--- src/rtl/vend_sequencer.sv ---
// Vending transaction controller: key-driven selection, quantity, payment,
// dispense handshake and change/refund, with an inactivity auto-cancel.
module vend_sequencer #(
   parameter int TIMEOUT_CYCLES = 50_000_000
) (
   input  logic       clk,
   input  logic       reset,
   input  logic       key_valid,
   input  logic [3:0] key_code,
   input  logic       vend_ack,
   output logic       vend_req,
   output logic       change_valid,
   output logic [7:0] change_amt,
   output logic [7:0] display_value,
   output logic [2:0] state_code,
   output logic       busy
);

   localparam int CNT_W = (TIMEOUT_CYCLES > 1) ? $clog2(TIMEOUT_CYCLES) : 1;
   localparam logic [CNT_W-1:0] TMO_LAST = CNT_W'(TIMEOUT_CYCLES - 1);

   typedef enum logic [2:0] {
      S_IDLE    = 3'd0,
      S_SELECT  = 3'd1,
      S_PRICE   = 3'd2,
      S_QTY     = 3'd3,
      S_CONFIRM = 3'd4,
      S_PAY     = 3'd5,
      S_VEND    = 3'd6,
      S_CHANGE  = 3'd7
   } state_t;

   state_t           state_q, state_d;
   logic [3:0]       price_q, price_d;
   logic [3:0]       qty_q, qty_d;
   logic [7:0]       total_q, total_d;
   logic [7:0]       paid_q, paid_d;
   logic [7:0]       change_q, change_d;
   logic [CNT_W-1:0] cnt_q, cnt_d;
   logic             vend_req_q, change_valid_q, busy_q;
   logic [7:0]       disp_q, disp_d;
   logic [2:0]       code_q;
   logic [7:0]       coin;
   logic [7:0]       pay_sum;
   logic             cancel;

   always_ff @(posedge clk or negedge reset) begin
      if (!reset) begin
         state_q        <= S_IDLE;
         price_q        <= '0;
         qty_q          <= '0;
         total_q        <= '0;
         paid_q         <= '0;
         change_q       <= '0;
         cnt_q          <= '0;
         vend_req_q     <= 1'b0;
         change_valid_q <= 1'b0;
         busy_q         <= 1'b0;
         disp_q         <= '0;
         code_q         <= '0;
      end else begin
         state_q        <= state_d;
         price_q        <= price_d;
         qty_q          <= qty_d;
         total_q        <= total_d;
         paid_q         <= paid_d;
         change_q       <= change_d;
         cnt_q          <= cnt_d;
         vend_req_q     <= (state_d == S_VEND);
         change_valid_q <= (state_d == S_CHANGE) && (change_d != 8'd0);
         busy_q         <= (state_d != S_IDLE);
         disp_q         <= disp_d;
         code_q         <= state_d;
      end
   end

   always_comb begin
      state_d  = state_q;
      price_d  = price_q;
      qty_d    = qty_q;
      total_d  = total_q;
      paid_d   = paid_q;
      change_d = change_q;
      cnt_d    = cnt_q;
      cancel   = 1'b0;
      coin     = 8'd0;
      case (key_code)
         4'h8:    coin = 8'd2;
         4'h9:    coin = 8'd5;
         4'hA:    coin = 8'd10;
         default: coin = 8'd0;
      endcase
      pay_sum = paid_q + coin;

      case (state_q)
         S_IDLE: begin
            if (key_valid && key_code == 4'hF) begin
               state_d = S_SELECT;
               price_d = '0;
               qty_d   = '0;
               total_d = '0;
               paid_d  = '0;
            end
         end
         S_SELECT: begin
            if (key_valid) begin
               state_d = S_PRICE;
               case (key_code)
                  4'h1:    price_d = 4'd15;
                  4'h2:    price_d = 4'd12;
                  4'h3:    price_d = 4'd10;
                  4'h4:    price_d = 4'd5;
                  4'h5:    price_d = 4'd2;
                  default: state_d = S_SELECT;
               endcase
               cancel = (key_code == 4'hC);
            end
         end
         S_PRICE: begin
            if (key_valid && key_code == 4'hF) begin
               state_d = S_QTY;
               qty_d   = 4'd1;
            end
            cancel = key_valid && (key_code == 4'hC);
         end
         S_QTY: begin
            if (key_valid && key_code >= 4'h1 && key_code <= 4'h9) begin
               qty_d = key_code;
            end else if (key_valid && key_code == 4'hF) begin
               state_d = S_CONFIRM;
               total_d = {4'd0, price_q} * {4'd0, qty_q};
            end
            cancel = key_valid && (key_code == 4'hC);
         end
         S_CONFIRM: begin
            if (key_valid && key_code == 4'hE) begin
               state_d = S_PAY;
               paid_d  = '0;
            end else if (key_valid && key_code == 4'hB) begin
               state_d = S_SELECT;
            end
            cancel = key_valid && (key_code == 4'hC);
         end
         S_PAY: begin
            if (key_valid && coin != 8'd0) begin
               paid_d = pay_sum;
               if (pay_sum >= total_q) state_d = S_VEND;
            end
            cancel = key_valid && (key_code == 4'hC);
         end
         S_VEND: begin
            if (vend_ack) begin
               state_d  = S_CHANGE;
               change_d = paid_q - total_q;
            end
         end
         default: state_d = S_IDLE;
      endcase

      // Inactivity timer: a key on the expiry cycle wins and reloads the count
      if (state_q inside {S_SELECT, S_PRICE, S_QTY, S_CONFIRM, S_PAY}) begin
         if (key_valid) begin
            cnt_d = '0;
         end else if (cnt_q == TMO_LAST) begin
            cancel = 1'b1;
         end else begin
            cnt_d = cnt_q + 1'b1;
         end
      end else begin
         cnt_d = '0;
      end

      if (cancel) begin
         if (paid_q != 8'd0) begin
            state_d  = S_CHANGE;
            change_d = paid_q;
         end else begin
            state_d = S_IDLE;
         end
      end
      if (state_d != state_q) cnt_d = '0;

      case (state_d)
         S_PRICE:   disp_d = {4'd0, price_d};
         S_QTY:     disp_d = {4'd0, qty_d};
         S_CONFIRM: disp_d = total_d;
         S_PAY:     disp_d = paid_d;
         S_VEND:    disp_d = total_d;
         S_CHANGE:  disp_d = change_d;
         default:   disp_d = 8'd0;
      endcase
   end

   assign vend_req      = vend_req_q;
   assign change_valid  = change_valid_q;
   assign change_amt    = change_q;
   assign display_value = disp_q;
   assign state_code    = code_q;
   assign busy          = busy_q;

endmodule
--- config.mk ---
export PLATFORM = sky130hd
export DESIGN_NAME = vend_sequencer
export DESIGN_NICKNAME = d
export VERILOG_FILES = /design/src/rtl/vend_sequencer.sv
export SDC_FILE = /design/constraint.sdc
export NUM_CORES = 1
export LEC_CHECK = 0
export CAP_MARGIN = 20
export CORE_AREA = 5 5 129 131
export CTS_CLUSTER_SIZE = 28
export DETAILED_ROUTE_END_ITERATION = 10
export DIE_AREA = 0 0 134 136
export SETUP_SLACK_MARGIN = 0.15
export SYNTH_ARGS = -nofsm -noshare
export SYNTH_HDL_FRONTEND = slang
export SYNTH_SLANG_ARGS = --single-unit
--- constraint.sdc ---
create_clock -name clk -period 4.3 [get_ports clk]
set_clock_uncertainty 0.1 [all_clocks]
set_input_delay 1.29 -clock clk [delete_from_list [all_inputs] [get_ports clk]]
set_output_delay 1.29 -clock clk [all_outputs]
set_load 0.1 [all_outputs]
Word level (Yosys, flattened, before mapping)
Cells that the tools add are included.
- $add $sub $neg: 3
- multipliers: 1
- $lt $le $gt $ge: 3
- equal/unequal tests: 27
- mux-type cells: 45
- reduce and logical (&&, ||, !) cells: 17
- operator list (operator ; count):
    26-bit 2-to-1 mux ; 4
    8-bit 2-to-1 mux ; 10
    8-bit one-hot mux with 5 select lines ; 1
    3-bit 2-to-1 mux ; 12
    4-bit equality test, second input constant ; 7
    26-bit by 1-bit adder with 26-bit output, second input constant ; 1
    26-bit equality test, second input constant ; 1
    4-bit one-hot mux with 3 select lines ; 2
    8-bit one-hot mux with 3 select lines ; 1
    8-bit nonzero test ; 3
    3-bit equality test, second input constant ; 7
    3-bit one-hot mux with 7 select lines ; 1
    4-bit 2-to-1 mux ; 5
    4-bit one-hot mux with 5 select lines ; 1
    8-bit one-hot mux with 2 select lines ; 1
    3-bit by 2-bit equality test with 1-bit output, second input constant ; 4
    8-bit adder ; 1
    4-bit by 2-bit equality test with 1-bit output, second input constant ; 2
    4-bit by 3-bit equality test with 1-bit output, second input constant ; 2
    8-bit greater-or-equal comparator ; 1
    1-bit logical AND ; 8
    4-bit by 4-bit multiplier with 8-bit output ; 1
    4-bit one-hot mux with 2 select lines ; 1
    8-bit subtractor ; 1
    15 further kinds ; 18
- register bits after elaboration: 72
- bits of input ports: 8
- output and inout port bits: 22
- word-level logic and storage cells: 107

Depth between registers and ports, before layout
- depth after elaboration: 11
- depth in mapped cells: 19
- depth with buffers taken out: 17

Worst setup path before layout
OpenSTA, ideal clock, no wires.
- path kind: input -> register
- start: input key_code[2]
- end: register cnt_q[1]
- setup time: 0.132 ns
- arrival time: 4.965 ns
- data required time: 4.068 ns
- setup slack: -0.897 ns
- stages: 19
- path buffers: 2
- path through: clkbuf_1 -> nand2b_1 -> nor3b_1 -> ha_1 -> inv_1 -> fa_1 -> nor2b_1 -> o21ai_0 -> a21oi_1 -> xnor2_1 -> ha_1 -> and4_1 -> o21ai_0 -> o21ai_1 -> a221o_2 -> a32o_2 -> o221ai_2 -> buf_6 -> nor3b_2
- cells in the longest elaborated chain, start to end: 10
- elaborated cells on any way between the ends: 46
- those cells by class: 1 x add/sub; 3 x order compare; 14 x eq/ne; 19 x mux; 9 x reduce/logical
- ends and longest elaborated chain (item ; RTL line ; RTL):
    start, declared ; 9 ; input logic [3:0] key_code,
    4-bit equality test ; 87 ; case (key_code)
    4-bit one-hot mux with 3 select lines ; 87 ;
    8-bit adder ; 93 ; pay_sum = paid_q + coin;
    8-bit greater-or-equal comparator ; 147 ; if (pay_sum >= total_q) state_d = S_VEND;
    3-bit 2-to-1 mux ; 147 ;
    3-bit 2-to-1 mux ; 145 ; if (key_valid && coin != 8'd0) begin
    3-bit one-hot mux with 7 select lines ; 95 ; case (state_q)
    3-bit 2-to-1 mux * ; 173 ; if (cancel) begin
    3-bit != test * ; 181 ; if (state_d != state_q) cnt_d = '0;
    4-bit by 3-bit != test with 1-bit output (no source line) or 26-bit 2-to-1 mux (tied branches) ; n/a ;
    end signal, assigned ; 68 ; cnt_q <= cnt_d;
    end, declared ; 39 ; logic [CNT_W-1:0] cnt_q, cnt_d;
Every way passes the cells marked *; elsewhere a longest branch is shown, timed or not.
A chain may end at the register's enable or synchronous reset.

Worst setup path in the final report
Ends and elaborated chain as after synthesis.

==> impl_metrics.csv <==
group,metric,value,unit
synth,synth_ff_type,"dfrtp_1",
timing,fin_hold_ws,0.4164,ns
pwr,power_frac_seq,24.3,%
timing,relSlewSlack,34.12,%
timing,final-max-slew-violation-count,0,
route,dr.pass1.iters,5,
place,hpwl,11340,um
die,die_y,136,um
route,vias_per_cell,5.481,
timing,finalSetupViolations,32,
pwr,p_sw,1.924,mW
die,start_util,33.97,%
worst_setup_path,worstSetupPathType,"in2reg",
clocking,clockBufferDepth,2,
pwr,power_leakage,2.886,nW
synth,synth-edff-count,0,
flow_run,maxCapViolCount,0,
route,drc,0,
timing,max_freq,0.2116,GHz
cells_and_area,drive_gt1_share,21.66,%
cells_and_area,diodes,0,
die,std_cell_rows,46,
place,dp_cells,804,
route,drtIter0Drc,226,
place,pre_cts_slack,-1.241,ns
synth,yosysWarnings,0,
grt,antenna_found_initial,0,
run_status,status,"finished with violations",
die,die-area,0.01822,sq mm
grt,grt_pass1_vias,4600,
pwr,power_frac_clock,20.0,%
grt,overflow,0,
clocking,clock-sinks,72,
pwr,p_per_area,620.8,mW/mm^2
clocking,clock_latency,0.35,ns
cells_and_area,area_delta_synth_final,25.64,%
clocking,clkSlewWorstSetupHoldPaths,0.06,ns
pwr,p_int,2.179,mW
clocking,cts_buffers,9,
die,core,0.01548,sq mm
timing,layout_setup_ws,-0.4269,ns
cells_and_area,fin_cells,829,
run_status,violations,"setup timing",
synth,yosysSeqAreaShare,34.25,%
timing,worstMarginPinSlew,0.9851,ns
pwr,switching_share,46.89,%
synth,ys_async_sr_fraction,100.0,%
place,numPortBuffers,29,
synth,syn_area_per_cell,9.360,sq um
worst_setup_path,critPathArrivalTime,4.90,ns
synth,synth_area,0.005260,sq mm
die,io_pins,30,
min_path,hold_class,"reg2reg",
worst_setup_path,cp.required,4.48,ns
timing,min_period,4.727,ns
pwr,finalPower,4.103,mW
worst_setup_path,worstSetupStartpointType,"input port",
pwr,peakVddDrop,0.3140,mV
worst_setup_path,critPathCaptureType,"flip-flop",
clocking,tritoncts,"yes",
clocking,htree_num_levels,3,
place,gp_congestion,0.9632,
clocking,cts_root_buf,"clkbuf_16",
route,vias,4544,
pwr,p_comb_share,55.7,%
timing,rsz0062_at_grt,"true",
synth,synth_cell_type_count,79,
route,wl_per_cell,17.83,um
worst_setup_path,worst-path-max-fanout,6,
grt,track_usage,16.78,%
clocking,ctsHoldBuffers,0,
grt,grt_max_degree,73,
synth,ys_ff_latch,72,
route,postRouteAntennaNets,0,
timing,fin_crit_sh,109.9,%
die,die_x,134,um
synth,synthCells,562,
timing,final-hold-violation-count,0,
route,routed_wirelength,14780,um
grt,grt_pass1_wl,24350,um
synth,syn-num-nets,608,
cells_and_area,fin_nets,678,
timing,setup_tns,-11.49,ns
-- critical path, stage by stage --
cell      delay (ns)
buf_6           0.09
nand2b_4        0.14
nor3b_4         0.21
ha_2            0.22
inv_2           0.04
fa_2            0.33
nor2b_1         0.14
o21ai_1         0.09
a21oi_1         0.16
xnor2_1         0.18
ha_2            0.32
and4_1          0.17
o21ai_2         0.08
o21ai_1         0.10
a221o_2         0.41
a211oi_4        0.26
o221ai_4        0.18
buf_12          0.18
buf_12          0.13
nor3b_2         0.16
-- cell type report --
| cell class | count | area [sq um] |
|---|---|---|
| Tap cell | 192 | 240.2 |
| Fill cell | 1469 | 8874 |
| Timing Repair Buffer | 83 | 785.8 |
| Inverter | 36 | 135.1 |
| Clock inverter | 6 | 92.59 |
| Multi-Input combinational cell | 430 | 3324 |
| Clock buffer | 10 | 229.0 |
| Sequential cell | 72 | 1802 |
-- power groups by stage --
stage	clock (mW)	combinational (mW)	sequential, mW
floorplan	0	1.10	1.37
global placement	0	2.09	1.00
detailed placement	0	2.12	1.00
CTS	0.839	2.26	0.994
global route	0.864	2.45	1.02
finish	0.821	2.28	0.998
-- path summary, 6_finish.rpt --
| path | slack, ns | to | cells after the start | start |
|---|---|---|---|---|
| worst max-delay path | -0.43 | cnt_q[1] | 20 | key_code[2] |
| worst min-delay path | 0.42 | total_q[3] | 2 | total_q[3] |
| worst max register to register | 0.47 | cnt_q[1] | 16 | paid_q[1] |
| worst min register to register | 0.42 | total_q[3] | 2 | total_q[3] |
| max in group asynchronous | 2.52 | change_amt[1] | 1 | reset |
| min in group asynchronous | 0.98 | cnt_q[20] | 1 | reset |
-- Yosys cell counts, types with 3 or more instances --
cell type / count / area [sq um]
and3_1: 9 / 56.30
nand2_1: 47 / 176.4
fa_1: 6 / 120.1
ha_1: 32 / 400.4
xnor2_1: 20 / 175.2
nand2b_1: 6 / 37.54
o21ai_0: 28 / 140.1
nand3_1: 16 / 80.08
and2_1: 13 / 81.33
a22oi_1: 13 / 97.59
o31a_1: 3 / 26.28
inv_1: 36 / 135.1
or4_1: 3 / 22.52
a21oi_1: 16 / 80.08
buf_1: 3 / 11.26
a2111oi_2: 3 / 45.04
dfrtp_1: 72 / 1802
nor4bb_1: 3 / 30.03
buf_2: 7 / 35.03
a22o_1: 10 / 87.58
nor2_1: 31 / 116.4
o22ai_1: 8 / 50.05
o21a_1: 5 / 37.54
nand4_1: 11 / 68.82
buf_6: 3 / 33.78
a31oi_1: 4 / 25.02
mux2i_1: 3 / 30.03
o21bai_1: 5 / 37.54
nor3b_1: 3 / 22.52
nor3_1: 10 / 50.05
nor4_1: 4 / 25.02
nor2b_1: 10 / 62.56
xor2_1: 18 / 157.7
o2bb2ai_1: 3 / 26.28
nor3_2: 23 / 230.2
or3_1: 4 / 25.02
o31ai_1: 3 / 22.52
a21o_1: 8 / 60.06
clkbuf_1: 9 / 33.78
-- through the flow --
stage | utilization, % | area [sq um]
6_report | 42.69 | 6609
5_1_grt | 42.69 | 6609
4_1_cts | 42.51 | 6581
3_5_place_dp | 39.24 | 6075
3_3_place_gp | 39.24 | 6075
2_1_floorplan | - | 5323
-- logic make-up after synthesis --
| family | after synthesis | share of synthesized area, % |
|---|---|---|
| flops | 72 | 34.25 |
| fa+ha+maj | 38 | 9.895 |
| buf+inv | 60 | 5.304 |
| xor+xnor | 38 | 6.327 |
| mux | 3 | 0.5709 |
| compound gates | 136 | 18.84 |
| simple gates | 215 | 24.81 |
-- what timing repair did --
| item | CTS | global route |
|---|---|---|
| buffers inserted | 7 | 1 |
| gates resized for setup | 35 | 8 |
| endpoints found under the hold margin | 0 | 0 |
| gates cloned | 1 | 0 |
| pin swaps | 30 | 13 |
| endpoints found under the setup margin | 35 | 35 |
-- state kept, by name, summed over array words and instances (netlist names), 3 cells and up --
register       flops
state_code         3
change_amt         8
cnt_q             26
qty_q              4
total_q            8
display_value      8
paid_q             8
price_q            4
-- routing by layer --
| layer | share of wire [%] | global-route usage [%] | vias to the layer above |
|---|---|---|---|
| met3 | 4.5 | 3.701 | 25 |
| met2 | 49 | 28.35 | 110 |
| met4 | 2.9 | 6.400 | 0 |
| met5 | 0 | 0 | - |
| met1 | 44 | 21.01 | 2218 |
| li1 | - | - | 2191 |
-- placed cells by master (no fill, tap or decap), drive strengths merged, types with 6 or more instances in the layout --
cell	count
dfrtp	72
nand2	47
and2	13
o21ai	30
nor3	33
clkdlybuf4s50	21
a21o	8
ha	32
nand4	12
a22oi	14
a22o	10
xor2	18
fa	6
and3	9
nand3	17
clkbuf	10
buf	62
o22ai	8
inv	37
a21oi	17
nand2b	6
xnor2	20
nor2b	10
nor2	33
Note: power is estimated with default switching activity, not from simulation.
